<file path="config.mk">
export PLATFORM = sky130hd
export DESIGN_NAME = sum_deskew_flat
export DESIGN_NICKNAME = d
export VERILOG_FILES = /design/src/rtl/sum_deskew_if.sv /design/src/rtl/sum_deskew.sv /design/src/flat_wrapper.sv
export SDC_FILE = /design/constraint.sdc
export NUM_CORES = 1
export LEC_CHECK = 0
export BUFFER_PORTS_ARGS = -buffer_cell sky130_fd_sc_hd__buf_2
export CORE_MARGIN = 2
export CORE_UTILIZATION = 57
export DETAILED_ROUTE_END_ITERATION = 7
export HOLD_SLACK_MARGIN = 0.05
export PLACE_DENSITY = 0.8
export SKIP_CTS_REPAIR_TIMING = 1
export SYNTH_ARGS = -nofsm -noshare
export SYNTH_HDL_FRONTEND = slang
export SYNTH_SLANG_ARGS = --single-unit
</file>
<file path="constraint.sdc">
create_clock -name clk -period 3.8 [get_ports clk]
set_input_delay 1.14 -clock clk [delete_from_list [all_inputs] [get_ports clk]]
set_output_delay 1.14 -clock clk [all_outputs]
set_load 0.05 [all_outputs]
</file>
<file path="src/rtl/sum_deskew_if.sv">
// Bundles the skewed adder stream going in and the aligned, frame-tagged words coming out.
// The producer side uses the master modport; the deskew block uses the slave modport.
interface sum_deskew_if #(
    parameter int W  = 8,
    parameter int CW = 3
);
    logic [W:0]    s_in;
    logic          in_valid;
    logic          in_first;
    logic [W:0]    out_word;
    logic          out_valid;
    logic [CW-1:0] out_idx;
    logic          out_last;

    modport master (
        output s_in, in_valid, in_first,
        input  out_word, out_valid, out_idx, out_last
    );

    modport slave (
        input  s_in, in_valid, in_first,
        output out_word, out_valid, out_idx, out_last
    );
endinterface

</file>
<file path="src/rtl/sum_deskew.sv">
// Realigns the diagonally skewed sum lanes of a bit-sliced adder into parallel result words.
// Each output word is also tagged with its position inside a DCT coefficient frame.
module sum_deskew #(
    parameter int W     = 8,
    parameter int FRAME = 8,
    parameter int CW    = 3
) (
    input  logic         clk,
    input  logic         rst,
    sum_deskew_if.slave  bus
);
    localparam logic [CW-1:0] LAST_IDX = CW'(FRAME - 1);
    localparam logic [CW-1:0] ONE_IDX  = CW'(1);

    logic [W-2:0] tap;

    // Lane i arrives i cycles late, so it needs W-1-i stages to catch up with lane W-1.
    for (genvar i = 0; i <= W - 2; i++) begin : g_lane
        localparam int D = W - 1 - i;
        logic [D-1:0] dly_q;
        logic [D-1:0] dly_d;

        always_comb begin
            dly_d[0] = bus.s_in[i];
            for (int j = 1; j < D; j++) begin
                dly_d[j] = dly_q[j-1];
            end
        end

        always_ff @(posedge clk or posedge rst) begin
            if (rst) begin
                dly_q <= '0;
            end else begin
                dly_q <= dly_d;
            end
        end

        assign tap[i] = dly_q[D-1];
    end

    logic [W-2:0] vld_q, vld_d;
    logic [W-2:0] fst_q, fst_d;

    always_comb begin
        vld_d[0] = bus.in_valid;
        fst_d[0] = bus.in_valid & bus.in_first;
        for (int j = 1; j <= W - 2; j++) begin
            vld_d[j] = vld_q[j-1];
            fst_d[j] = fst_q[j-1];
        end
    end

    always_ff @(posedge clk or posedge rst) begin
        if (rst) begin
            vld_q <= '0;
            fst_q <= '0;
        end else begin
            vld_q <= vld_d;
            fst_q <= fst_d;
        end
    end

    logic          dly_vld;
    logic          dly_fst;
    logic [W:0]    word_q, word_d;
    logic          valid_q, valid_d;
    logic          last_q, last_d;
    logic [CW-1:0] idx_q, idx_d;
    logic [CW-1:0] cnt_q, cnt_d;

    assign dly_vld = vld_q[W-2];
    assign dly_fst = fst_q[W-2];

    // A frame start overrides the wrap, so a short frame never leaks into the next one.
    always_comb begin
        word_d  = {bus.s_in[W], bus.s_in[W-1], tap};
        valid_d = dly_vld;
        idx_d   = idx_q;
        cnt_d   = cnt_q;
        last_d  = 1'b0;
        if (dly_vld) begin
            if (dly_fst) begin
                idx_d = '0;
                cnt_d = ONE_IDX;
            end else begin
                idx_d = cnt_q;
                cnt_d = (cnt_q == LAST_IDX) ? '0 : cnt_q + ONE_IDX;
            end
            last_d = (idx_d == LAST_IDX);
        end
    end

    always_ff @(posedge clk or posedge rst) begin
        if (rst) begin
            word_q  <= '0;
            valid_q <= 1'b0;
            last_q  <= 1'b0;
            idx_q   <= '0;
            cnt_q   <= '0;
        end else begin
            word_q  <= word_d;
            valid_q <= valid_d;
            last_q  <= last_d;
            idx_q   <= idx_d;
            cnt_q   <= cnt_d;
        end
    end

    assign bus.out_word  = word_q;
    assign bus.out_valid = valid_q;
    assign bus.out_idx   = idx_q;
    assign bus.out_last  = last_q;
endmodule

</file>
<file path="src/flat_wrapper.sv">
// flat-port wrapper written by rule: the top's interface ports become plain ports
module sum_deskew_flat 
#(
    parameter int W     = 8,
    parameter int FRAME = 8,
    parameter int CW    = 3
)
  (clk, rst, bus_s_in, bus_in_valid, bus_in_first, bus_out_word, bus_out_valid, bus_out_idx, bus_out_last);
  sum_deskew_if #(.W(W), .CW(CW)) bus_i ();
  input  logic clk;
  input  logic rst;
  input wire logic [$bits(bus_i.s_in)-1:0] bus_s_in;
  input wire logic [$bits(bus_i.in_valid)-1:0] bus_in_valid;
  input wire logic [$bits(bus_i.in_first)-1:0] bus_in_first;
  output wire logic [$bits(bus_i.out_word)-1:0] bus_out_word;
  output wire logic [$bits(bus_i.out_valid)-1:0] bus_out_valid;
  output wire logic [$bits(bus_i.out_idx)-1:0] bus_out_idx;
  output wire logic [$bits(bus_i.out_last)-1:0] bus_out_last;
  assign bus_i.s_in = bus_s_in;
  assign bus_i.in_valid = bus_in_valid;
  assign bus_i.in_first = bus_in_first;
  assign bus_out_word = bus_i.out_word;
  assign bus_out_valid = bus_i.out_valid;
  assign bus_out_idx = bus_i.out_idx;
  assign bus_out_last = bus_i.out_last;
  sum_deskew #(.W(W), .FRAME(FRAME), .CW(CW)) u_core (.clk(clk), .rst(rst), .bus(bus_i));
endmodule
</file>
# Word level (Yosys, flattened, before mapping)
# Index checks and enable logic that the tools add are counted.
# W data, S select, Z words.
dict set report word_totals {
  register_bits 59
  inputBits 13
  output_inout_bits 14
}
dict set report classes {
  add_sub_neg 1
  n_eq_ne 2
  muxes 5
  bitwise 1
}
# cell n
set op_table {}
lappend op_table {{$mux W3} 4}
lappend op_table {{$eq A3 B3 Y1 const B} 2}
lappend op_table {{$add A3 B1 Y3 const B} 1}
lappend op_table {{$and A1 B1 Y1} 1}
lappend op_table {{$mux W1} 1}

# Depth between registers and ports, before layout
# Gate-level depths: netlist of the first run.
dict set report logic_depth {
  word_depth 4
  ltp_mapped 4
  depth_no_buf 4
}

# Worst setup path before layout of the first run
# OpenSTA, ideal clock, no wires.
dict set report synth_path {
  path_type {reg2out}
  startpoint {register u_core.idx_q[0] (netlist: u_core.bus.out_idx[0])}
  endpoint {output bus_out_idx[0]}
  arrival_time_ns 0.600
  path_slack_ns 2.060
  path_stages_with_launch 1
  path_buffers 0
  path_cell_list {dfrtp_1}
}
# item line_no
set synth_lines {}
lappend synth_lines {{start, declared} sum_deskew.sv:68} ;# logic [CW-1:0] idx_q, idx_d;
lappend synth_lines {{start signal, assigned} sum_deskew.sv:104} ;# idx_q <= idx_d;
lappend synth_lines {{end, declared} flat_wrapper.sv:17} ;# output wire logic [$bits(bus_i.out_idx)-1:0] bus_out_idx;
# No word-level cell between the ends.

# Worst setup path in the final report of the first run
dict set report layout_path {
  startpoint {register u_core.idx_q[0] (netlist: u_core.bus.out_idx[0])}
  endpoint {output bus_out_idx[0]}
}
# No word-level cell between the ends.

==> results.yml, run 1 <==
cells_and_area:
  fin_cells: 154
  final_common_cell: "dfrtp_1"
  drive_gt1_frac: 0.358
  fin_nets: 134
  n_fill_cell: 188
  final_area_um2: 1950
  syn2layout_area_growth_pct: 18.2
  mostFrequentLayoutCells: "dfrtp_1, buf_2, clkbuf_4"
  antenna_cells: 0
  final_util: 0.706
worst_setup_path:
  start_kind: "register"
  max_stage_delay_ps: 350
  cp.required_ps: 2660
  critPathKind: "reg -> out"
  cp.arrival_ps: 980
  critPathTopFamily: "flip-flops"
  worst-path-buf-inv: 1
  crit_chain: "buf_2"
  crit_path_max_fanout: 2
  critPathSlowestCell: "dfrtp_1"
  timing.critical_path.to_type: "output port"
yosys:
  synth-seq-cells: 59
  syn_area_um2: 1650
  syn_inst: 83
  synth.distinct_cells: 14
  synth_nets: 98
  syn_area_per_cell_um2: 19.8
  yosysWarnings: 0
  synth-seq-area-share: 0.897
clocking:
  ctsLongestPathBuffers: 2
  cts_tree: "yes"
  htreeDepth: 3
  clock_sinks: 59
  worstSkewPairLatency_ps: 370
  cts-root-buf: "clkbuf_4"
  numCtsBuffers: 9
  clkTransAtPathRegs_ps: 90
placed_design:
  place.gp.congestion: 0.733
  dp.cells: 139
  dp_hpwl_um: 1120
  portBuffers: 26
  placed_area_um2: 1800
routing:
  drc: 0
  routedWlPerCell_um: 12.6
  dr.pass1.iters: 4
  avgViaCountPerCell: 4.69
  vias: 722
  wirelength_um: 1930
  antenna_left: 0
  drt_iter0_drc: 6
floorplan:
  core_um2: 2760
  die_w_um: 57.7
  pin_count: 27
  start_util: 0.597
  dieArea_um2: 3330
  die-height_um: 57.7
  rows: 19
sta:
  worst_slew_pin_slew_ps: 1120
  rsz0062_at_grt: "false"
  slew_viol_final: 0
  fmax_mhz: 471
  setup_viol: 0
  period_minus_slack_ps: 2120
  hold_violations: 0
  max_slew_margin: 0.251
  period_share: 0.559
  finClkSkew_ps: 11.5
  fin_setup_tns_ps: 0
grt:
  grt_pass1_vias: 747
  grt_antenna_before_repair: 0
  grt_start_max_net_pins: 60
  overflow: 0
  grt_usage: 0.148
  grt_pass1_wl_um: 3290
pwr:
  leakage_uw: 0.000968
  powerDensity_nw_per_um2: 642
  peakVddDrop_v: 0.000460
worst_hold_path:
  hold_path.class: "reg -> reg"
job:
  max_cap_viol_count: 0
status:
  status: "complete, no violations"
[registers in the layout, summed over array words and instances, names as in the netlist]
name / cells
u_core.g_lane.dly_q: 28
u_core.bus.out_word: 9
u_core.fst_q: 7
u_core.vld_q: 7
u_core.bus.out_idx: 3
u_core.cnt_q: 3
u_core.bus.out_last: 1
u_core.bus.out_valid: 1
[area by class of cell]
type,count,area [um2],share of cell area
sequential,59,1480,0.759
multi-input combinational,17,136,0.0701
clock buffer,14,136,0.0701
timing repair buffer,26,130,0.0669
tap,31,38.8,0.0199
inverter,6,22.5,0.0116
clock inverter,1,5.00,0.00257
[cells in the mapped netlist (all sizes together)]
cell type	number	area (um2)
nand2b	1	6.26
o22a	1	8.76
nand4b	1	23.8
buf	1	11.3
nand3b	4	30.0
ha	2	25.0
and2	1	6.26
o21ai	4	20.0
o22ai	1	6.26
dfrtp	59	1480
nor2	2	10.0
inv	6	22.5
[cell families (layout without fill, tap and decap cells)]
kind of cell / after synthesis / in the layout / synth area share
adders and majority gates: 2 / 2 / 0.0152
buffers and inverters: 7 / 47 / 0.0205
DFF: 59 / 59 / 0.897
AOI/OAI and AO/OA: 6 / 6 / 0.0213
and+or+nand+nor: 9 / 9 / 0.0464
[power breakdown]
part	leakage, uW	internal [uW]	switching [uW]	total (uW)
Clock	0.0000813	220	199	419
Sequential	0.000704	675	27.3	702
Combinational	0.000183	35.8	92.2	128
[stage by stage]
stage          hold slack [ps]  power (uW)  worst slack (ps)
4_1_cts                    348        1260              1640
6_report                   350        1250              1680
3_5_place_dp               335         844              1600
3_3_place_gp               331         834              1660
2_1_floorplan              331         806              1200
5_1_grt                    360        1310              1610
[routing by layer]
metal	part of all wire	vias to the layer above	GRT usage
met4	0	0	0.0864
li1	-	334	-
met5	0	-	0
met3	0.059	0	0.0960
met1	0.45	358	0.177
met2	0.49	30	0.201
[worst paths after layout]
path,from,endpoint,slack (ps),cells past startpoint
worst max-delay path,u_core.bus.out_idx[0]$_DFFE_PP0P_,bus_out_idx[0],1680,1
worst min-delay path,u_core.g_lane[2].dly_q[2]$_DFF_PP0_,u_core.g_lane[2].dly_q[3]$_DFF_PP0_,350,0
worst max register to register,u_core.cnt_q[0]$_DFFE_PP0P_,u_core.cnt_q[2]$_DFFE_PP0P_,2540,4
worst min register to register,u_core.g_lane[2].dly_q[2]$_DFF_PP0_,u_core.g_lane[2].dly_q[3]$_DFF_PP0_,350,0
max in group asynchronous,rst,u_core.g_lane[0].dly_q[6]$_DFF_PP0_,2060,2
min in group asynchronous,rst,u_core.vld_q[3]$_DFF_PP0_,1060,2
No activity file was read; power rests on OpenSTA's default activity.
==> run 2, diff against run 1 <==
ABC_AREA = 1   (was unset)
CORE_UTILIZATION = 47   (was 57)
PLACE_DENSITY = 0.71   (was 0.8)
clock period = 1.8 ns   (was 3.8 ns; I/O delays follow)
==> run 2 against run 1 <==
Non-clock buffer count is 1 higher. Worst setup slack worse by 1400 ps. Utilization is 12 points lower. Die area is 19% higher. Register-to-register slack worse by 1900 ps. Critical endpoint unchanged.
==> results.yml, run 2 <==
yosys:
  syn_area_um2: 1630
  syn_inst: 89
  synth.distinct_cells: 11
  synth_ff_type: "dfrtp_1"
  synth-seq-area-share: 0.905
  syn_area_per_cell_um2: 18.3
  ys_async_sr_fraction: 1.00
  yosysWarnings: 0
  synth-edff-count: 0
  synth.top_cell.area_share: 0.905
  synth_area_leader_cell: "dfrtp_1"
  yosysMostFrequentCell: "dfrtp_1"
  synth_nets: 104
  synth_area_leaders: "dfrtp_1, nand2_1, ha_1"
  netlist_top_cells_count: "dfrtp_1, nand2_1, nand3_1, nor2_1"
  synth-seq-cells: 59
worst_setup_path:
  critPathSlowestCell: "dfrtp_1"
  critPathKind: "reg -> out"
  crit_chain: "buf_2"
  worst-path-buf-inv: 1
  cp.arrival_ps: 980
  reg2reg_depth: 4
  crit_cells: 1
  cp.required_ps: 1260
  start_kind: "register"
  critPathTopFamily: "flip-flops"
  max_stage_delay_ps: 360
  timing.critical_path.to_type: "output port"
  crit_path_max_fanout: 2
  regToRegSetupSlack_ps: 620
grt:
  grt_pass1_vias: 830
  overflow: 0
  grt_pass1_wl_um: 3350
  grt_antenna_before_repair: 0
  grt_usage: 0.121
  grt_start_max_net_pins: 60
clocking:
  clock_sinks: 59
  ctsLongestPathBuffers: 2
  clkTransAtPathRegs_ps: 90
  numCtsBuffers: 9
  cts_tree: "yes"
  cts-root-buf: "clkbuf_4"
  worstSkewPairLatency_ps: 360
  htreeDepth: 3
cells_and_area:
  antenna_cells: 0
  syn2layout_area_growth_pct: 20.6
  seq_area_um2: 1480
  max_flop_register: "u_core.g_lane.dly_q"
  fin_nets: 141
  drive_gt1_frac: 0.359
  mostFrequentLayoutCells: "dfrtp_1, buf_2, nand2_1"
  largest_reg_flops: 28
  multi_input_area_um2: 129
  final_area_um2: 1970
  final_common_cell: "dfrtp_1"
  n_fill_cell: 269
  final_util: 0.589
sta:
  period_minus_slack_ps: 1520
  slew_viol_final: 0
  rsz0062_at_grt: "false"
  fin_setup_tns_ps: 0
  worst_slew_pin_slew_ps: 322
  period_share: 0.847
  hold_violations: 0
  setup_viol: 0
  finClkSkew_ps: 5.54
  fmax_mhz: 656
  max_slew_margin: 0.786
floorplan:
  die-height_um: 62.9
  dieArea_um2: 3960
  pin_count: 27
  start_util: 0.489
  rows: 21
  die_w_um: 62.9
  core_um2: 3340
routing:
  avgViaCountPerCell: 4.42
  antenna_left: 0
  drt_iter0_drc: 43
  drc: 0
  dr.pass1.iters: 4
  vias: 783
  routedWlPerCell_um: 10.9
  wirelength_um: 1930
placed_design:
  placed_area_um2: 1830
  dp_hpwl_um: 1160
  place.gp.congestion: 0.711
  portBuffers: 26
pwr:
  powerDensity_nw_per_um2: 1320
  peakVddDrop_v: 0.000738
  leakage_uw: 0.000986
worst_hold_path:
  hold_path.class: "in -> async"
status:
  status: "complete, no violations"
job:
  max_cap_viol_count: 0
[run 2: cell types whose count changed in the layout (fill, tap and decap cells not counted), moves of 2 or more]
cell      delta
o21ai_0      -2
nand3_1      +5
clkbuf_1     +2
nand2_1     +11
nand3b_1     -4
o21ai_1      -2
inv_1        -4
nor2_1       +3
[run 2: final cells by class]
type | count | area share
Inverter | 4 | 0.00954
Clock inverter | 1 | 0.00254
Tap cell | 46 | 0.0293
Sequential cell | 59 | 0.751
Clock buffer | 15 | 0.0662
Multi-Input combinational cell | 25 | 0.0655
Timing Repair Buffer | 27 | 0.0763
[run 2: worst register-to-register path, delay by kind of cell (launching register included)]
kind                     cells  cell delay (ps)
adder cells (fa/ha/maj)      2              500
flip-flops                   1              440
AND/OR/NAND/NOR              2              140
[run 2: where the power goes]
| group | leakage [uW] | total [uW] | internal [uW] | switching (uW) |
|---|---|---|---|---|
| sequential | 0.000704 | 1480 | 1420 | 52.2 |
| clock | 0.0000764 | 848 | 436 | 412 |
| combinational | 0.000206 | 267 | 73.1 | 194 |
[run 2: kinds of logic (layout without fill, tap and decap cells)]
logic type               Yosys count  count (layout)  share of synthesized area
adder cells (fa/ha/maj)            2               2                     0.0153
flip-flops                        59              59                      0.905
buffers and inverters              5              47                     0.0161
AND/OR/NAND/NOR                   23              23                     0.0637
[run 2: final timing paths]
path                                                     startpoint                                   to
worst max-delay path              u_core.bus.out_idx[0]$_DFFE_PP0P_                       bus_out_idx[0]
worst min-delay path                                            rst     u_core.bus.out_word[6]$_DFF_PP0_
worst max register to register          u_core.cnt_q[0]$_DFFE_PP0P_          u_core.cnt_q[2]$_DFFE_PP0P_
worst min register to register  u_core.g_lane[0].dly_q[3]$_DFF_PP0_  u_core.g_lane[0].dly_q[4]$_DFF_PP0_
max in group asynchronous                                       rst  u_core.g_lane[0].dly_q[2]$_DFF_PP0_
min in group clk                                        bus_s_in[7]     u_core.bus.out_word[7]$_DFF_PP0_
[run 2: per-layer routing]
layer / part of all wire / GRT usage / up-vias
li1: - / - / 351
met1: 0.37 / 0.111 / 397
met2: 0.54 / 0.202 / 32
met3: 0.078 / 0.0595 / 3
met4: 0.012 / 0.0917 / 0
met5: 0 / 0 / -
[run 2: per-stage QoR]
step	hold slack, ps	setup WS, ps	instances	total power, uW
floorplan	331	644	89	1690
global placement	332	688	161	1750
detailed placement	335	631	161	1770
CTS	225	254	177	2640
global route	219	211	177	2740
finish	231	275	177	2590
==> run 3, diff against run 2 <==
ABC_AREA = 0   (was 1)
CORE_UTILIZATION = 48   (was 47)
PLACE_DENSITY = 0.72   (was 0.71)
clock period = 1.3 ns   (was 1.8 ns; I/O delays follow)
==> run 3 against run 2 <==
The run now ends with setup timing left. Global-route usage rose by 0.60 points. Register-to-register slack got worse by 540 ps. First-iteration DRC count fell by 9.3%. Flip-flop and latch count did not move. Clock skew rose by 3.1 ps. Critical endpoint unchanged.
==> results.yml, run 3 (synthesis gave the netlist of run 1 again) <==
status:
  status: "finished, violations left"
  violations: "setup timing"
worst_setup_path:
  critPathKind: "reg -> out"
  critPathSlowestCell: "dfrtp_1"
  worst-path-buf-inv: 1
  crit_path_max_fanout: 2
  start_kind: "register"
  crit_chain: "buf_6"
  max_stage_delay_ps: 400
  cp.required_ps: 910
  cp.arrival_ps: 920
  critPathTopFamily: "flip-flops"
  timing.critical_path.to_type: "output port"
sta:
  rsz0062_at_grt: "true"
  finClkSkew_ps: 8.63
  fmax_mhz: 761
  slew_viol_final: 0
  setup_viol: 2
  max_slew_margin: 0.741
  fin_setup_tns_ps: -23.7
  worst_slew_pin_slew_ps: 389
  fin_ws_ps: -13.3
  hold_violations: 0
  period_share: 1.01
  period_minus_slack_ps: 1310
placed_design:
  place.gp.congestion: 0.762
  portBuffers: 26
  dp_hpwl_um: 1140
  placed_area_um2: 1850
  dp.cells: 156
worst_hold_path:
  hold_path.class: "in -> async"
routing:
  drc: 0
  avgViaCountPerCell: 4.35
  dr.pass1.iters: 3
  vias: 761
  wirelength_um: 1940
  antenna_left: 0
  drt_iter0_drc: 39
  routedWlPerCell_um: 11.1
clocking:
  ctsLongestPathBuffers: 2
  numCtsBuffers: 9
  htreeDepth: 3
  worstSkewPairLatency_ps: 360
  clkTransAtPathRegs_ps: 90
  cts-root-buf: "clkbuf_4"
  clock_sinks: 59
  cts_tree: "yes"
job:
  max_cap_viol_count: 0
cells_and_area:
  antenna_cells: 0
  fin_cells: 175
  mostFrequentLayoutCells: "dfrtp_1, buf_6, buf_2"
  max_flop_register: "u_core.g_lane.dly_q"
  largest_reg_flops: 28
  n_fill_cell: 269
  final_common_cell: "dfrtp_1"
  final_area_um2: 2080
  drive_gt1_frac: 0.364
  fin_nets: 139
  final_util: 0.628
  syn2layout_area_growth_pct: 26.4
pwr:
  total_power_uw: 3600
  peakVddDrop_v: 0.000824
  leakage_uw: 0.00101
  powerDensity_nw_per_um2: 1730
floorplan:
  core_um2: 3310
  pin_count: 27
  rows: 21
  die-height_um: 62.6
  dieArea_um2: 3920
  start_util: 0.497
  die_w_um: 62.6
grt:
  grt_antenna_before_repair: 0
  grt_start_max_net_pins: 60
  overflow: 0
  grt_usage: 0.127
  grt_pass1_wl_um: 3540
  grt_pass1_vias: 829
-- run 3: cell count changes in the layout (fill, tap and decap cells not counted), sizes merged, moves of 2 or more --
cell,before,now
nor2,5,2
inv,3,5
buf,27,31
nand3,6,0
o21ai,0,4
nand2,12,0
nand3b,0,4
-- run 3: layout make-up --
| type | count | area [um2] | area share |
|---|---|---|---|
| inverter | 6 | 26.3 | 0.0126 |
| sequential | 59 | 1480 | 0.710 |
| clock inverter | 2 | 10.0 | 0.00481 |
| tap | 46 | 57.6 | 0.0277 |
| timing repair buffer | 31 | 268 | 0.129 |
| multi-input combinational | 17 | 136 | 0.0655 |
| clock buffer | 14 | 106 | 0.0511 |
-- run 3: metrics by stage --
step	worst slack, ps	hold WS, ps
2_1_floorplan	154	331
3_3_place_gp	174	331
3_5_place_dp	88.3	335
4_1_cts	-106	72.0
5_1_grt	-83.7	67.9
6_report	-13.3	86.7
-- run 3: worst paths after layout --
check / slack [ps] / end / cells after the start / startpoint
max: -10 / bus_out_idx[0] / 1 / u_core.bus.out_idx[0]$_DFFE_PP0P_
min: 90 / u_core.fst_q[4]$_DFF_PP0_ / 3 / rst
max reg2reg: 80 / u_core.cnt_q[2]$_DFFE_PP0P_ / 4 / u_core.cnt_q[1]$_DFFE_PP0P_
min reg2reg: 340 / u_core.g_lane[3].dly_q[2]$_DFF_PP0_ / 0 / u_core.g_lane[3].dly_q[1]$_DFF_PP0_
max in group asynchronous: 970 / u_core.g_lane[2].dly_q[0]$_DFF_PP0_ / 3 / rst
min in group clk: 130 / u_core.g_lane[3].dly_q[0]$_DFF_PP0_ / 1 / bus_s_in[3]
-- run 3: tightest hold or removal path, stage by stage --
cell and delay, ps:
buf_2 110, clkinvlp_4 70, buf_12 270
-- run 3: where the power goes --
group,switching [uW],internal [uW]
logic,287,196
registers,80.8,1970
clock network,566,497
-- run 3: per-layer routing --
layer	vias to the layer above	global-route usage	routed length, um
met4	0	0.0833	14
met5	-	0	0
li1	348	-	-
met3	2	0.0739	142
met1	380	0.131	762
met2	31	0.195	1020
